$ cat src/rtl/fp_mul_pipe.sv
// fp_mul_pipe: 3-stage IEEE-style multiplier with flush-to-zero and sticky flags.
// Define FP_MUL_RNE_EN for round-to-nearest-even; otherwise results are truncated.
module fp_mul_pipe #(
  parameter int EXP_W = 8,
  parameter int MAN_W = 23,
  localparam int W = 1 + EXP_W + MAN_W
) (
  input  logic         clk,
  input  logic         rst_n,
  input  logic         in_valid,
  output logic         in_ready,
  input  logic [W-1:0] a_operand,
  input  logic [W-1:0] b_operand,
  output logic         out_valid,
  input  logic         out_ready,
  output logic [W-1:0] result,
  output logic         Exception,
  output logic         Overflow,
  output logic         Underflow,
  input  logic         flag_clr,
  output logic [2:0]   sticky_flags
);
  localparam int BIAS = 2**(EXP_W-1) - 1;
  localparam int EW = EXP_W + 2;
`ifdef FP_MUL_RNE_EN
  localparam int PW = 2*MAN_W + 2;
`else
  localparam int PW = MAN_W + 2;
`endif
  localparam int L = PW - MAN_W - 2;
  localparam logic [1:0] K_NUM = 2'd0, K_ZERO = 2'd1, K_INF = 2'd2, K_NAN = 2'd3;
  logic en, v1, v2, s1, s2;
  logic [1:0] k_in, k1, k2;
  logic [EXP_W-1:0] ea, eb;
  logic [MAN_W-1:0] fa, fb;
  logic a_z, b_z, a_i, b_i, a_n, b_n;
  logic signed [EW-1:0] e1, e2, e3;
  logic [MAN_W:0] m1a, m1b;
  logic [2*MAN_W+1:0] prod;
  logic [PW-1:0] p2;
  logic norm, inc, ovf_n, unf_n, exc_n, o_n, u_n;
  logic [MAN_W-1:0] frac;
  logic [MAN_W:0] fr;
  logic [W-1:0] res_n;
  assign en = !out_valid | out_ready;
  assign in_ready = en;
  assign {ea, fa} = a_operand[W-2:0];
  assign {eb, fb} = b_operand[W-2:0];
  assign a_z = ea == '0;
  assign b_z = eb == '0;
  assign a_i = &ea & ~|fa;
  assign b_i = &eb & ~|fb;
  assign a_n = &ea & |fa;
  assign b_n = &eb & |fb;
  assign k_in = (a_n | b_n | (a_i & b_z) | (b_i & a_z)) ? K_NAN
              : (a_i | b_i) ? K_INF
              : (a_z | b_z) ? K_ZERO : K_NUM;
  assign prod = m1a * m1b;
  // Only the bits rounding needs are carried into the last stage.
  assign norm = p2[PW-1];
  assign frac = norm ? p2[PW-2:L+1] : p2[PW-3:L];
`ifdef FP_MUL_RNE_EN
  logic g, st;
  assign g = norm ? p2[L] : p2[L-1];
  assign st = norm ? |p2[L-1:0] : |p2[L-2:0];
  assign inc = g & (st | frac[0]);
`else
  assign inc = 1'b0;
`endif
  assign fr = {1'b0, frac} + (MAN_W+1)'(inc);
  assign e3 = e2 + EW'(norm) + EW'(fr[MAN_W]);
  assign ovf_n = !e3[EW-1] && e3 >= EW'(2**EXP_W - 1);
  assign unf_n = e3[EW-1] || e3 == '0;
  assign exc_n = k2 == K_NAN || k2 == K_INF;
  assign o_n = k2 == K_NUM && ovf_n;
  assign u_n = k2 == K_NUM && !ovf_n && unf_n;
  assign res_n = k2 == K_NAN ? {1'b0, {EXP_W{1'b1}}, 1'b1, {(MAN_W-1){1'b0}}}
               : (k2 == K_INF || o_n) ? {s2, {EXP_W{1'b1}}, {MAN_W{1'b0}}}
               : (k2 == K_ZERO || u_n) ? {s2, {(W-1){1'b0}}}
               : {s2, e3[EXP_W-1:0], fr[MAN_W-1:0]};
  always_ff @(posedge clk or negedge rst_n) begin
    if (!rst_n) begin
      v1 <= 1'b0;
      s1 <= 1'b0;
      k1 <= K_NUM;
      e1 <= '0;
      m1a <= '0;
      m1b <= '0;
      v2 <= 1'b0;
      s2 <= 1'b0;
      k2 <= K_NUM;
      e2 <= '0;
      p2 <= '0;
      out_valid <= 1'b0;
      result <= '0;
      Exception <= 1'b0;
      Overflow <= 1'b0;
      Underflow <= 1'b0;
    end else if (en) begin
      v1 <= in_valid;
      s1 <= a_operand[W-1] ^ b_operand[W-1];
      k1 <= k_in;
      e1 <= EW'(ea) + EW'(eb) - EW'(BIAS);
      m1a <= {1'b1, fa};
      m1b <= {1'b1, fb};
      v2 <= v1;
      s2 <= s1;
      k2 <= k1;
      e2 <= e1;
      p2 <= PW'(prod >> (2*MAN_W + 2 - PW));
      out_valid <= v2;
      result <= res_n;
      Exception <= exc_n;
      Overflow <= o_n;
      Underflow <= u_n;
    end
  end
  always_ff @(posedge clk or negedge rst_n) begin
    if (!rst_n) sticky_flags <= '0;
    else if (flag_clr) sticky_flags <= '0;
    else if (out_valid && out_ready) sticky_flags <= sticky_flags | {Exception, Overflow, Underflow};
  end
endmodule
$ cat config.mk
export PLATFORM = sky130hd
export DESIGN_NAME = fp_mul_pipe
export DESIGN_NICKNAME = d
export VERILOG_FILES = /design/src/rtl/fp_mul_pipe.sv
export SDC_FILE = /design/constraint.sdc
export NUM_CORES = 2
export LEC_CHECK = 0
export CORE_MARGIN = 8
export CORE_UTILIZATION = 48
export CTS_BUF_LIST = sky130_fd_sc_hd__clkbuf_8
export DETAILED_ROUTE_END_ITERATION = 6
export PLACE_DENSITY = 0.73
export SYNTH_ARGS = -nofsm -noshare
export SYNTH_HDL_FRONTEND = slang
export SYNTH_SLANG_ARGS = --single-unit
$ cat constraint.sdc
create_clock -name clk -period 12.6 [get_ports clk]
set_input_delay 2.52 -clock clk [delete_from_list [all_inputs] [get_ports clk]]
set_output_delay 2.52 -clock clk [all_outputs]
set_load 0.02 [all_outputs]
* Word level (Yosys, flattened, before mapping)
Cells that the tools add are included.
** Operators by class
- Reduce and logical (&&, ||, !) cells :: 23
- Add/subtract/negate cells :: 3
- Shift-type cells :: 0
- Multiplexer cells :: 9
- Bitwise operators :: 14
- Divide/modulo/power cells :: 0
- $lt $le $gt $ge :: 1
- Multiply operators :: 1
- Equal/unequal tests :: 3
** Operator list (number)
- 31-bit two-way mux :: 2
- 24-bit by 24-bit multiplier with 48-bit output :: 1
- 23-bit OR reduction :: 2
- 32-bit two-way mux :: 1
- 23-bit two-way mux :: 1
- 8-bit logical NOT :: 2
- 8-bit AND reduction :: 2
- 10-bit by 1-bit adder with 10-bit output :: 1
- 10-bit by 9-bit greater-or-equal comparator with 1-bit output (second input constant) :: 1
- 10-bit logical NOT :: 1
- 9-bit by 7-bit subtractor with 10-bit output (second input constant) :: 1
- 8-bit by 8-bit adder with 9-bit output :: 1
- 1-bit AND :: 6
- 3-bit two-way mux :: 2
- 1-bit OR :: 6
- 1-bit logical AND :: 5
- 1-bit logical NOT :: 5
- 2-bit equality test (second input constant) :: 2
- 1-bit logical OR :: 4
- 2-bit two-way mux :: 2
- 3-bit OR :: 1
- 2-bit by 1-bit equality test with 1-bit output (second input constant) :: 1
- 2-bit logical NOT :: 1
- 2-bit nonzero test :: 1
- 2 further kinds :: 2
** Storage, ports and cells
- Bits in writable memories :: 0
- Register bits :: 140
- Bits of input ports :: 69
- Memory bits (read-only) :: 0
- Word-level logic and storage cells :: 71
- Latch bits :: 0
- Memories :: 0

* Longest topological paths before layout
- Depth after elaboration :: 10
- Depth in mapped cells :: 27

* Worst setup path after synthesis
Ideal clock, no wire load.
- Path kind :: reg2reg
- Start :: register m1b[3]
- End :: register p2[19]
- Library setup time :: 0.120 ns
- Arrival time :: 6.578 ns
- Stages on the path, launching flop included :: 28
- Period minus slack after synthesis :: 6.699 ns
- Path slack :: 5.901 ns
- Cell sequence :: dfrtp_1 clkbuf_1 clkbuf_1 nand2_1 fa_1 inv_1 fa_1 inv_1 fa_1 inv_1 fa_1 inv_1 fa_1 inv_1 fa_1 inv_1 fa_1 inv_1 ha_1 a21oi_1 o21ai_0 a211oi_1 o21ai_0 o211a_1 or2_4 a41oi_4 o21ai_2 a41o_1
** Between the ends
- Cells in the longest elaborated chain, start to end :: 1
** Ends and longest elaborated chain
- start: declaration :: RTL line 38 : logic [MAN_W:0] m1a, m1b;
- start signal: assignment :: RTL line 105 : m1b <= {1'b1, fb};
- 24-bit by 24-bit multiplier with 48-bit output :: RTL line 58 : assign prod = m1a * m1b;
- end signal: assignment :: RTL line 110 : p2 <= PW'(prod >> (2*MAN_W + 2 - PW));
- end: declaration :: RTL line 40 : logic [PW-1:0] p2;
No other way between the ends.
A chain may end at the register's enable or synchronous reset.

* Final worst setup path
- Start :: register m1b[8]
- End :: register p2[18]
The elaborated chain is that of the path after synthesis.

==> flow_summary_export.csv <==
group,metric,value,unit
run_status,status,"complete, but fails checks",
run_status,violations,"DRC",
placed_design,routabilityCongestion,0.9313,
setup_path,crit_top_cell,"fa_1",
synth,syn-cell-area,24830,sq um
timing,period_minus_slack,7.597,ns
synth,synth.area.top_cells,"fa_1 (39%), dfrtp_1 (14%), ha_1 (9.4%)",
routing,detail_route.first_pass.iterations,7,
timing,slew_headroom,19.07,%
global_route,overflow,0,
synth,yosysMostFrequentCell,"inv_1",
synth,ys_warn_count,0,
final_layout,layout.nets,3557,
setup_path,max_stage_delay,1.02,ns
timing,fin_crit_sh,60.30,%
clocking,cts_buffers,17,
worst_hold_path,min_from,"v2$_DFFE_PN0P_",
timing,slew_violations,0,
setup_path,r2r_cells,24,
clocking,clockBufferDepth,2,
routing,wl_per_cell,18.52,um
synth,ys_ff_latch,139,
placed_design,portBuffers,108,
timing,fin_setup_tns,0,ns
setup_path,cp_top_family,"adder cells",
routing,vias,18930,
clocking,cts.sinks,139,
die,start_util,48.50,%
final_layout,nFillCells,4601,
worst_hold_path,hp-class,"reg2reg",
final_layout,layout-drive-gt1-share,3.284,%
timing,hold_viol_final,0,
setup_path,r2r-end,"p2[18]$_DFFE_PN0P_",
routing,via_per_inst,5.389,
clocking,clk_pin_slew,0.10,ns
synth,synthArstFlopShare,100.0,%
setup_path,r2r_setup_slack,5.00,ns
global_route,grt_pass1_vias,20780,
die,dieHeight,243.4,um
setup_path,crit_fanout,25,
final_layout,antennaDiodeCount,0,
clocking,cts_setup_buffers,0,
global_route,grt_max_degree,108,
timing,fin_worst_skew,0.01640,ns
setup_path,startpoint_type,"flip-flop",
synth,synth_top_area_share,38.86,%
routing,ant_nets,0,
synth,synth_common_cells,"inv_1 (566), nand2_1 (555), fa_1 (482), and2_1 (281), ha_1 (187)",
setup_path,slowest_stage,"dfrtp_1",
clocking,hold_buffers,0,
clocking,htree_levels,4,
clocking,cts_tree,"yes",
setup_path,crit_buf_inv,6,
worst_hold_path,min_delay_worst_endpoint,"out_valid$_DFFE_PN0P_",
synth,ys_types,67,
clocking,post_cts_resized,0,
clocking,cts-root-buf,"clkbuf_8",
final_layout,area_growth,8.546,%
timing,rsz0062_at_grt,"false",
die,coreArea,51200,sq um
routing,drc,1,
global_route,grt_pass1_wl,107600,um
synth,avgSynthCellArea,8.890,sq um
die,fp-row-count,83,
synth,synth-edff-count,0,
run,maxCapViolations,0,
setup_path,cp.arrival,7.90,ns
timing,fmax,0.1316,GHz
synth,ys_seq_area_share,14.01,%
global_route,track_usage,22.49,%
placed_design,dp_hpwl,49730,um
routing,wirelength,65040,um
synth,synth_top_area_cell,"fa_1",
setup_path,crit_chain,"and2_1, fa_1, fa_1, inv_1, fa_1, inv_1, fa_1, inv_1, fa_1, inv_1, fa_1, inv_1, fa_1, inv_1, ha_1, a21oi_1, o21ai_0, a211oi_1, o21ai_0, o211a_1, o31ai_1, o21bai_1, xnor2_1, o21ai_0",
synth,synth_nets,3531,
setup_path,cp-end-kind,"flip-flop",
setup_path,path_class,"reg2reg",
timing,finalSetupViolCount,0,
synth,synth_flop_cell,"dfrtp_1",
die,fp.dieW,243.4,um
timing,worst_slew_pin_slew,1.214,ns
clocking,clkLatencyLatePin,0.47,ns
routing,dr.first_iter.drc_count,1419,
global_route,grt_antenna_before_repair,2,
setup_path,required,12.90,ns
worst_hold_path,min_delay_path_depth,1,
setup_path,rr_startpoint,"m1b[8]$_DFFE_PN0P_",
die,io_pins,109,
die,die-area,59260,sq um
synth,synth_cells,2793,
[stage by stage]
| stage | std cells | setup slack [ns] | hold slack, ns | utilization [%] | cell area (sq um) |
|---|---|---|---|---|---|
| floorplan | 2793 | 5.901 | 0.4300 | - | 24830 |
| detailed placement | 3480 | 5.116 | 0.4539 | 51.86 | 26550 |
| finish | 3512 | 5.003 | 0.4600 | 52.64 | 26950 |
| global placement | 3480 | 5.270 | 0.4433 | 51.86 | 26550 |
| CTS | 3512 | 5.076 | 0.4681 | 52.64 | 26950 |
| global route | 3512 | 4.618 | 0.4846 | 52.64 | 26950 |
[registers in the layout (all words and copies together), names as in the netlist]
register and flops:
k1 2, m1a 24, v2 1, m1b 23
e1 10, e2 10, p2 25, s1 1
Underflow 1, Exception 1, result 32, Overflow 1
s2 1, out_valid 1, k2 2, sticky_flags 3
v1 1
[how the worst max path moves through the flow]
stage	from	to	slack, ns	cells past startpoint
after detailed placement	m1b[7]$_DFFE_PN0P_	p2[18]$_DFFE_PN0P_	5.12	24
after floorplan	m1b[3]$_DFFE_PN0P_	p2[19]$_DFFE_PN0P_	5.90	27
after CTS	m1b[8]$_DFFE_PN0P_	p2[18]$_DFFE_PN0P_	5.08	24
after global placement	m1b[7]$_DFFE_PN0P_	p2[18]$_DFFE_PN0P_	5.27	24
after global routing	m1b[8]$_DFFE_PN0P_	p2[18]$_DFFE_PN0P_	4.62	24
final	m1b[8]$_DFFE_PN0P_	p2[18]$_DFFE_PN0P_	5.00	24
[layer usage]
metal	track usage (%)	share of wire [%]	up-vias
met5	0	0.017	-
met1	28.45	40	9597
met3	4.814	7.9	172
met2	37.97	49	754
met4	7.687	3.5	2
li1	-	-	8400
[cell usage in the layout, fill, tap and decap left out, types with 9 or more instances in the layout]
cell type,n
clkbuf_8,17
buf_4,45
and2_1,281
a21o_1,26
nand4_1,18
xnor2_1,21
a31oi_1,9
xor2_1,17
inv_1,567
nor2_1,59
a21oi_1,61
nor4_1,16
nor3_1,12
o21ai_1,14
o21ai_0,43
nand2_1,555
fa_1,482
mux2i_1,23
clkdlybuf4s50_1,107
o21bai_1,10
ha_1,187
dfrtp_1,139
nand3_1,9
[final cells by class]
type / instances / area [sq um] / area share [%]
Clock inverter: 15 / 165.2 / 0.6128
Tap cell: 680 / 850.8 / 3.157
Inverter: 567 / 2130 / 7.902
Multi-Input combinational cell: 1941 / 18670 / 69.29
Sequential cell: 139 / 3478 / 12.91
Timing Repair Buffer: 153 / 1420 / 5.269
Clock buffer: 17 / 234.0 / 0.8682
[logic make-up after synthesis]
group	share of synthesized area (%)
compound gates	6.012
xor+xnor	1.340
buf+inv	10.81
flops	14.01
simple gates	18.61
fa+ha+maj	48.29
mux	0.9272
Power is not shown: default switching activity piles up to over one toggle a cycle in this logic, so the estimate is an artifact.
